==> config.mk <==
export PLATFORM = sky130hd
export DESIGN_NAME = hilo_commit_m
export DESIGN_NICKNAME = d
export VERILOG_FILES = /design/src/rtl/hilo_commit_m.sv
export SDC_FILE = /design/constraint.sdc
export NUM_CORES = 1
export LEC_CHECK = 0
export BUFFER_PORTS_ARGS = -buffer_cell sky130_fd_sc_hd__clkbuf_2
export CELL_PAD_IN_SITES_DETAIL_PLACEMENT = 0
export CELL_PAD_IN_SITES_GLOBAL_PLACEMENT = 1
export CORE_MARGIN = 1.5
export CORE_UTILIZATION = 41
export DETAILED_ROUTE_END_ITERATION = 10
export GPL_TIMING_DRIVEN = 0
export PLACE_DENSITY_LB_ADDON = 0.25
export SETUP_SLACK_MARGIN = 0.1
export SLEW_MARGIN = 10
export SYNTH_ARGS = -nofsm -noshare
export SYNTH_HDL_FRONTEND = slang
export SYNTH_SLANG_ARGS = --single-unit
==> constraint.sdc <==
create_clock -name clk -period 3.38 [get_ports clk]
set_input_delay 0.676 -clock clk [delete_from_list [all_inputs] [get_ports clk]]
set_output_delay 0.676 -clock clk [all_outputs]
set_load 0.01 [all_outputs]
==> src/rtl/hilo_commit_m.sv <==
// hilo_commit_m: M-stage slot register and architectural HI/LO owner.
// Commits HI/LO on exception-free departure from M and forwards the youngest {HI,LO} to EX.
module hilo_commit_m #(
    parameter int              DW       = 32,
    parameter logic [2*DW-1:0] HILO_RST = '0
) (
    input  logic            clk,
    input  logic            rst,
    input  logic            stallM,
    input  logic            flushM,
    input  logic            flush_exceptionM,
    input  logic            validE,
    input  logic            hilo_wenE,
    input  logic [2*DW-1:0] alu_outE,
    output logic [2*DW-1:0] alu_outM,
    output logic            validM,
    output logic            hilo_wenM,
    output logic [2*DW-1:0] hiloE,
    output logic [DW-1:0]   hi_o,
    output logic [DW-1:0]   lo_o
);
    logic [2*DW-1:0] hilo;
    logic            pending;

    // A live HI/LO write sitting in M is the youngest value EX may observe.
    assign pending = validM & hilo_wenM & ~flush_exceptionM;
    assign hiloE   = pending ? alu_outM : hilo;
    assign hi_o    = hilo[2*DW-1:DW];
    assign lo_o    = hilo[DW-1:0];

    always_ff @(posedge clk or negedge rst) begin
        if (!rst) begin
            alu_outM  <= '0;
            validM    <= 1'b0;
            hilo_wenM <= 1'b0;
            hilo      <= HILO_RST;
        end else begin
            if (pending & ~stallM)
                hilo <= alu_outM;
            if (flush_exceptionM) begin
                validM    <= 1'b0;
                hilo_wenM <= 1'b0;
            end else if (!stallM) begin
                alu_outM  <= flushM ? '0 : alu_outE;
                validM    <= ~flushM & validE;
                hilo_wenM <= ~flushM & validE & hilo_wenE;
            end
        end
    end
endmodule

==> results of run 1 <==
-- synth_stat cells --
cell,instances
dfrtp_1,130
o21ai_0,126
mux2_4,120
nand2b_1,64
clkbuf_1,26
buf_6,15
mux2_2,8
a21oi_1,2
nand2_1,2
o21ai_1,2
and4bb_1,1
buf_2,1
nand3b_4,1
nand4bb_1,1
or2_2,1
or3b_2,1
-- final cells by class --
class,count,area (sq um),share of cell area (%)
Clock buffer,18,439.2,5.018
Timing Repair Buffer,264,1353,15.45
Tap cell,211,264.0,3.016
Sequential cell,130,3253,37.17
Clock inverter,13,162.7,1.858
Multi-Input combinational cell,329,3009,34.38
Buffer,42,271.5,3.102
-- state kept, by name (all words and copies together), names as in the netlist --
register	count
alu_outM	64
hilo	64
hilo_wenM	1
validM	1
-- worst paths after layout --
path	depth (start not counted)	from	endpoint	slack [ns]
min	1	rst	alu_outM[24]$_DFFE_PN0P_	0.23
min reg2reg	1	hilo[33]$_DFFE_PN0P_	hilo[33]$_DFFE_PN0P_	0.54
max in group asynchronous	2	rst	alu_outM[59]$_DFFE_PN0P_	2.43
min in group clk	3	alu_outE[42]	alu_outM[42]$_DFFE_PN0P_	0.49
max reg2reg	4	hilo_wenM$_DFFE_PN0P_	hilo[45]$_DFFE_PN0P_	1.86
max	7	flush_exceptionM	hiloE[48]	0.68
-- logic make-up (layout without fill, tap and decap cells) --
| group | Yosys count | in the layout | share of synthesized area (%) |
|---|---|---|---|
| buffers and inverters | 42 | 337 | 4.155 |
| muxes | 128 | 128 | 28.95 |
| AOI/OAI and AO/OA | 130 | 130 | 9.958 |
| DFF | 130 | 130 | 49.79 |
| and+or+nand+nor | 71 | 71 | 7.143 |
-- critical path, cell delays in order --
cell and delay (ns):
clkbuf_2 0.18, buf_6 0.18, nand3b_4 0.14, buf_6 0.19, buf_6 0.21, mux2_4 0.31
clkbuf_2 0.15
-- per-layer routing --
metal  routed length [um]  part of all wire [%]  track usage (%)  vias to the layer above
met5                    0                     0                0                        -
met4                  310                   1.8            7.204                        0
met3                 1208                   6.9            6.895                       25
met2                 8227                    47            34.14                      202
met1                 7804                    44            27.53                     2418
li1                     -                     -                -                     2323
-- power groups by stage --
stage          Clock (mW)  Sequential [mW]  Combinational, mW
2_1_floorplan           0             1.79              0.152
3_3_place_gp            0             1.77              0.409
3_5_place_dp            0             1.78              0.419
4_1_cts              1.90             1.75              0.420
5_1_grt              1.97             1.76              0.462
6_report             1.87             1.75              0.412
==> results.txt, run 1 <==
Status -> finished clean
Setup bufs post-CTS -> 0
Final Skew -> 0.009541 ns
Fin area -> 8752 sq um
RSZ-0062 raised after global routing -> no
Tot Pwr -> 4.033 mW
CTS H-Tree Depth -> 4
Syn_nets -> 572
Crit path time final -> 2.704 ns
Reported max-cap violation count -> 0
Most frequent cells in the layout -> clkbuf_2, dfrtp_1, o21ai_0
Largest net degree at the start of global routing -> 74
Vias per cell -> 4.933
F_max -> 369.8 MHz
Gate Count Post-Synth -> 501
GRT overflow -> 0
Lkg Pwr -> 4.674 nW
Layout Nets -> 855
Crit path required time -> 2.70 ns
Count of cell types in the netlist -> 16
Fin util -> 56.94%
Gate power share -> 10.2%
Net Sw Power -> 1.027 mW
Fraction of layout cells with a size suffix above 1 -> 55.53%
Core area -> 15370 sq um
#FFs+latches synth -> 130
DR WL/cell -> 17.43 um
Sequential element share of the synthesized area -> 49.79%
CTS Hold Buffers Added -> 0
Pwr per Cell Area -> 460.8 nW/um^2
Hold Vio Cnt, Final -> 0
WHS -> 0.2278 ns
Placement Cell Area -> 8150 sq um
DIE WIDTH -> 129.2 um
Area grow syn2layout -> 33.95%
DP Wirelength -> 12.76 mm
Ranking of synthesized cells by area -> dfrtp_1, mux2_4, o21ai_0
Placer's final routability congestion estimate -> 0.7445
Initial antenna violation count -> 0
Synthesized area -> 6534 sq um
First-pass GRT wire length -> 27.19 mm
Most area-hungry cell type in the Yosys netlist -> dfrtp_1
Most common cell after layout, fill and taps aside -> clkbuf_2
Routed WL -> 17.55 mm
DR iter-0 viols -> 172
Pre-CTS setup slack -> 0.6399 ns
Hold Crit Class -> input pin to asynchronous set/reset pin
DRC Markers -> 0
Vias in the first global route -> 5002
IO Pins -> 265
Sequential Power Share -> 43.4%
Root buffer cell -> clkbuf_16
Max-Slew Margin vs Limit -> 59.91%
N_diodes -> 0
Synth warn -> 0
Routed Antenna Nets -> 0
Top cell type's share of synthesized area -> 49.79%
VDD IR-drop max -> 0.3265 mV
Clk pwr share -> 46.4%
Worst setup EP type -> primary output
P_int -> 3.006 mW
Total die area -> 16700 sq um
Syn avg cell area -> 13.04 sq um
Final worst slack -> 0.6756 ns
# setup viols final -> 0
Fin cells -> 1007
Startpoint types -> input pin
Crit path kind -> input pin to primary output
Initial DRT Pass Iterations -> 4
Max clock buf depth -> 2
Period utilization -> 80.01%
Vias -> 4968
Initial core utilization -> 42.51%
Worst EP arrival -> 2.03 ns
Clock Sinks -> 130
Die height -> 129.2 um
Fillers -> 1361
Port-buffer cells -> 263
CTS tree -> done
Worst-skew pair later-pin latency -> 0.42 ns
CTS clk-pin slew, worst paths -> 0.06 ns
Post-CTS sizing -> 0
CTS buffer count -> 17
Least-Margin Pin Slew -> 0.6013 ns
Max Slew Vio Count -> 0
Dpl cells -> 976
Setup TNS -> 0 ns
Peak fanout along the critical path -> 10
Total track usage -> 21.39%
Num rows -> 45
Sw frac -> 25.48%
(Power assumes the default switching activity.)
==> run 2: changes to the inputs <==
ABC_AREA = 1   (was default)
CORE_UTILIZATION = 30   (was 41)
clock period = 2.35 ns   (was 3.38 ns; I/O delays follow)
==> run 2 against run 1 <==
Compared with the run above:
- area after synthesis fell by 9.6%
- critical path depth did not move
- highest routed layer unchanged
- utilization fell by 14 points
- combinational power rose by 40%
- clock power rose by 53%
- count of clock-buffer cells in the layout rose by 1
- largest cell class unchanged
- total power rose by 48%
- sequential share of layout area rose by 1.9 points
- global-route usage fell by 1.9 points
- worst hold slack got worse by 0.19 ns
- critical endpoint unchanged
- critical path type is now flop to primary output
- non-clock buffer count rose by 14
==> results.txt, run 2 <==
Total die area -> 20550 sq um
R2r startpoint -> hilo_wenM$_DFFE_PN0P_
DR iter-0 viols -> 283
Initial core utilization -> 30.46%
Pwr per Cell Area -> 717.8 nW/um^2
Most area-hungry cell type in the Yosys netlist -> dfrtp_1
WHS -> 0.03988 ns
Vias -> 6017
Max Slew Vio Count -> 0
Reported max-cap violation count -> 0
Num rows -> 51
Most frequent cells in the layout -> nand2_1, clkbuf_2, nand3_1
Reg2Reg Depth -> 6
Syn avg cell area -> 7.645 sq um
Startpoint types -> flop
Crit path kind -> flop to primary output
Synth Flop Type -> dfrtp_1
Commonest cells post-synth -> nand2_1, nand3_1, dfrtp_1, buf_2, clkbuf_1
Crit path required time -> 1.88 ns
Final worst slack -> 0.2094 ns
DRC Markers -> 0
Fin cells -> 1338
Cell Chain, Critical Path -> nand2_1, nor2_4, buf_12, clkbuf_4, nand2_1, nand2_1, clkbuf_2
Total track usage -> 19.48%
EDFF count, synth -> 0
Largest net degree at the start of global routing -> 70
Dpl cells -> 1303
Sequential element share of the synthesized area -> 55.05%
CTS Hold Buffers Added -> 0
Crit path max-delay cell type -> dfrtp_1
Max clock buf depth -> 2
CP max stage delay -> 0.37 ns
Period utilization -> 91.09%
Count of cell types in the netlist -> 13
Top cell type's share of synthesized area -> 55.05%
Die height -> 143.4 um
Most common cell after layout, fill and taps aside -> nand2_1
Synth warn -> 0
N_diodes -> 0
Synthesized area -> 5909 sq um
Status -> finished clean
Hold Crit Class -> input pin to asynchronous set/reset pin
CTS H-Tree Depth -> 4
Least-Margin Pin Slew -> 0.8069 ns
VDD IR-drop max -> 0.4800 mV
Post-synth ARST share -> 100.0%
Initial DRT Pass Iterations -> 6
Final Skew -> 0.01018 ns
Root buffer cell -> clkbuf_16
IO Pins -> 265
Reg-to-reg endpoint -> hilo[15]$_DFFE_PN0P_
DP Wirelength -> 14.05 mm
Placer's final routability congestion estimate -> 0.7489
Wire length on met2 -> 9.253 mm
Crit path buf inv count -> 3
Worst setup EP type -> primary output
Cell mode on critical path -> nand2_1
CTS clk-pin slew, worst paths -> 0.06 ns
Pre-CTS setup slack -> 0.06639 ns
Placement Cell Area -> 7599 sq um
Fin area -> 8324 sq um
Worst-skew pair later-pin latency -> 0.41 ns
Initial antenna violation count -> 0
GRT overflow -> 0
Peak fanout along the critical path -> 10
Worst R2R Setup Slack -> 0.91 ns
Vias per cell -> 4.497
First-pass GRT wire length -> 30.42 mm
RSZ-0062 raised after global routing -> yes
Gate Count Post-Synth -> 773
CTS buffer count -> 17
Layout Nets -> 1132
Met3 Wirelength -> 1.177 mm
Area grow syn2layout -> 40.86%
Largest registers -> alu_outM (64), hilo (64)
#FFs+latches synth -> 130
Vias in the first global route -> 5385
Clock Sinks -> 130
Routed Antenna Nets -> 0
DIE WIDTH -> 143.4 um
M1 wire length -> 9.660 mm
Port-buffer cells -> 264
Max-Slew Margin vs Limit -> 46.21%
F_max -> 467.2 MHz
Routed WL -> 20.38 mm
Crit path time final -> 2.141 ns
DR WL/cell -> 15.23 um
Lkg Pwr -> 5.119 nW
Ranking of synthesized cells by area -> dfrtp_1, nand2_1, nand3_1
# setup viols final -> 0
Syn_nets -> 844
Cell with the most instances after synthesis -> nand2_1
CP top delay family -> buffers and inverters
Worst EP arrival -> 1.67 ns
Core area -> 19400 sq um
CTS tree -> done
Fraction of layout cells with a size suffix above 1 -> 32.71%
Hold Vio Cnt, Final -> 0
Top layer in use -> met4
==> run 2: power by group <==
group | switching, mW | internal [mW] | leakage (nW)
registers | 0.163 | 2.37 | 1.76
clock network | 1.03 | 1.83 | 0.306
logic | 0.353 | 0.223 | 3.06
==> run 2: area by class of cell <==
type / instances / area (sq um)
Fill cell: 2090 / 11070
Sequential cell: 130 / 3253
Multi-Input combinational cell: 588 / 2401
Timing Repair Buffer: 268 / 1393
Clock buffer: 19 / 452.9
Tap cell: 265 / 331.6
Buffer: 52 / 297.8
Clock inverter: 12 / 180.2
Inverter: 4 / 15.01
==> run 2: layer usage <==
layer | vias up | global-route usage [%]
li1 | 3007 | -
met1 | 2790 | 28.08
met2 | 198 | 29.37
met3 | 22 | 4.032
met4 | 0 | 5.961
met5 | - | 0
==> run 2: how the worst max path moves through the flow <==
stage | to | cells after the start | from | slack [ns]
final | hiloE[48] | 7 | hilo_wenM$_DFFE_PN0P_ | 0.21
after CTS | hiloE[21] | 7 | validM$_DFFE_PN0P_ | 0.12
after global routing | hiloE[20] | 7 | hilo_wenM$_DFFE_PN0P_ | 0.09
after detailed placement | hiloE[56] | 6 | flush_exceptionM | 0.07
after floorplan | hiloE[10] | 5 | validM$_DFFE_PN0P_ | 0.81
after global placement | alu_outM[7]$_DFFE_PN0P_ | 1 | rst | -1.43
==> run 2: cell families after synthesis <==
group	Yosys count	share of synthesized area, %
flops	130	55.05
buf+inv	56	4.594
simple gates	587	40.36
==> run 2: what timing repair did <==
action / 4_1_cts / 5_1_grt
buffers inserted: 2 / 1
pin swaps: 1 / 1
gates cloned: 0 / 1
resized for setup: 7 / 15
endpoints found under the setup margin: 60 / 51
==> run 2: per-stage QoR <==
step	total power [mW]	utilization [%]	setup TNS (ns)
finish	5.975	42.91	0
global route	6.217	42.91	0
CTS	6.036	42.69	0
detailed placement	3.154	39.17	0
global placement	3.144	38.98	-185.05
floorplan	2.780	-	0
==> run 3: changes to the inputs <==
CORE_UTILIZATION = 33   (was 30)
clock period = 2.3 ns   (was 2.35 ns; I/O delays follow)
==> run 3 against run 2 <==
Compared with the run above:
- clock power rose by 6%
- via count rose by 0.33%
- register-to-register slack got worse by 0.02 ns
- first-iteration DRC count fell by 7.4%
- worst hold slack got worse by 0.029 ns
- setup slack improved by 0.0053 ns
- clock skew fell by 0.0056 ns
- critical path depth did not move
- flip-flop and latch count did not move
- global-route usage rose by 2.2 points
- highest routed layer unchanged
==> results.txt, run 3 (synthesized netlist as in run 2, its figures left out) <==
DP Wirelength -> 13.91 mm
Placement Cell Area -> 7548 sq um
Hold Vio Cnt, Final -> 0
N_diodes -> 0
Area grow syn2layout -> 40.63%
Largest registers -> alu_outM (64), hilo (64)
Reg2Reg Depth -> 6
CTS buffer count -> 17
Max-Slew Margin vs Limit -> 47.78%
CTS Hold Buffers Added -> 0
Most common cell after layout, fill and taps aside -> nand2_1
Reported max-cap violation count -> 0
Fillers -> 1745
Core area -> 17420 sq um
Crit path time final -> 2.085 ns
Max Slew Vio Count -> 0
Final worst slack -> 0.2148 ns
Startpoint types -> flop
Worst setup EP type -> primary output
Vias in the first global route -> 5463
Crit path kind -> flop to primary output
Placer's final routability congestion estimate -> 0.7404
Pre-CTS setup slack -> 0.04560 ns
DR iter-0 viols -> 262
RSZ-0062 raised after global routing -> no
Worst EP arrival -> 1.63 ns
Initial DRT Pass Iterations -> 4
Fin util -> 47.72%
Status -> finished clean
Root buffer cell -> clkbuf_16
Period utilization -> 90.66%
WHS -> 0.01068 ns
Least-Margin Pin Slew -> 0.7832 ns
Fin area -> 8310 sq um
CTS tree -> done
Area of the multi-input gates -> 2404 sq um
VDD IR-drop max -> 0.4792 mV
Register area -> 3253 sq um
Vias -> 6037
CTS clk-pin slew, worst paths -> 0.06 ns
F_max -> 479.6 MHz
Port-buffer cells -> 264
Vias per cell -> 4.637
Lkg Pwr -> 5.138 nW
Routed WL -> 20.10 mm
First-pass GRT wire length -> 30.71 mm
Fraction of layout cells with a size suffix above 1 -> 32.96%
Hold Crit Class -> input pin to asynchronous set/reset pin
Pwr per Cell Area -> 746.9 nW/um^2
Worst-skew pair later-pin latency -> 0.42 ns
DRC Markers -> 0
GRT overflow -> 0
Most frequent cells in the layout -> nand2_1, clkbuf_2, nand3_1
# setup viols final -> 0
Initial core utilization -> 33.93%
Num rows -> 48
Largest net degree at the start of global routing -> 68
Clock Sinks -> 130
Final Skew -> 0.004556 ns
DIE WIDTH -> 136.8 um
Total track usage -> 21.71%
Max clock buf depth -> 2
Peak fanout along the critical path -> 10
CTS H-Tree Depth -> 4
Routed Antenna Nets -> 0
Initial antenna violation count -> 0
Die height -> 136.8 um
Total die area -> 18720 sq um
Layout Nets -> 1135
Crit path required time -> 1.84 ns
IO Pins -> 265
DR WL/cell -> 15.44 um
run 3: cell count changes in the layout (fill, tap and decap cells not counted), sizes merged:
cell	before	now
buf	47	52
bufinv	4	5
clkbuf	292	291
clkinv	4	3
clkinvlp	2	3
inv	6	5
run 3: cell type report:
class	instances	share of cell area [%]
plain buffers	52	3.538
well taps	225	3.388
clock inverters	12	2.454
flip-flops and latches	130	39.14
multi-input cells	588	28.92
inverters	4	0.1807
clock buffers	20	5.495
repair buffers	271	16.88
run 3: where the power goes:
group          switching (mW)  internal [mW]  leakage, nW
sequential              0.167           2.42         1.76
combinational           0.362          0.228         3.07
clock                    1.04           1.99        0.313
run 3: critical path, stage by stage (launching register included):
cell	delay, ns
dfrtp_1	0.38
nand2_2	0.10
nor2_4	0.11
buf_4	0.15
clkbuf_4	0.21
nand2_1	0.06
nand2_1	0.06
clkbuf_2	0.14
run 3: per-stage QoR:
| step | power (mW) | TNS [ns] | cells |
|---|---|---|---|
| after global routing | 6.450 | 0 | 1302 |
| final | 6.207 | 0 | 1302 |
| after CTS | 6.268 | 0 | 1301 |
| after global placement | 3.213 | -189.70 | 1262 |
| after detailed placement | 3.224 | 0 | 1263 |
| after floorplan | 2.841 | 0 | 773 |
run 3: metal layers:
layer | global-route usage, % | vias to the layer above | routed length [um]
li1 | - | 3017 | -
met1 | 30.28 | 2801 | 9391
met2 | 33.64 | 203 | 9203
met3 | 5.407 | 16 | 1292
met4 | 5.848 | 0 | 210
met5 | 0 | - | 0
run 3: what timing repair did:
action,in CTS,in global routing
gates resized for setup,8,15
setup endpoints to repair,64,63
pin swaps,2,1
cloned,1,0
setup buffers,5,1
run 3: worst paths after layout:
path	slack, ns	start	end
min in group clk	0.26	alu_outE[17]	alu_outM[17]$_DFFE_PN0P_
max reg2reg	0.89	validM$_DFFE_PN0P_	hilo[58]$_DFFE_PN0P_
min	0.01	rst	alu_outM[39]$_DFFE_PN0P_
max in group asynchronous	1.56	rst	alu_outM[14]$_DFFE_PN0P_
max	0.21	validM$_DFFE_PN0P_	hiloE[48]
min reg2reg	0.50	hilo[36]$_DFFE_PN0P_	hilo[36]$_DFFE_PN0P_
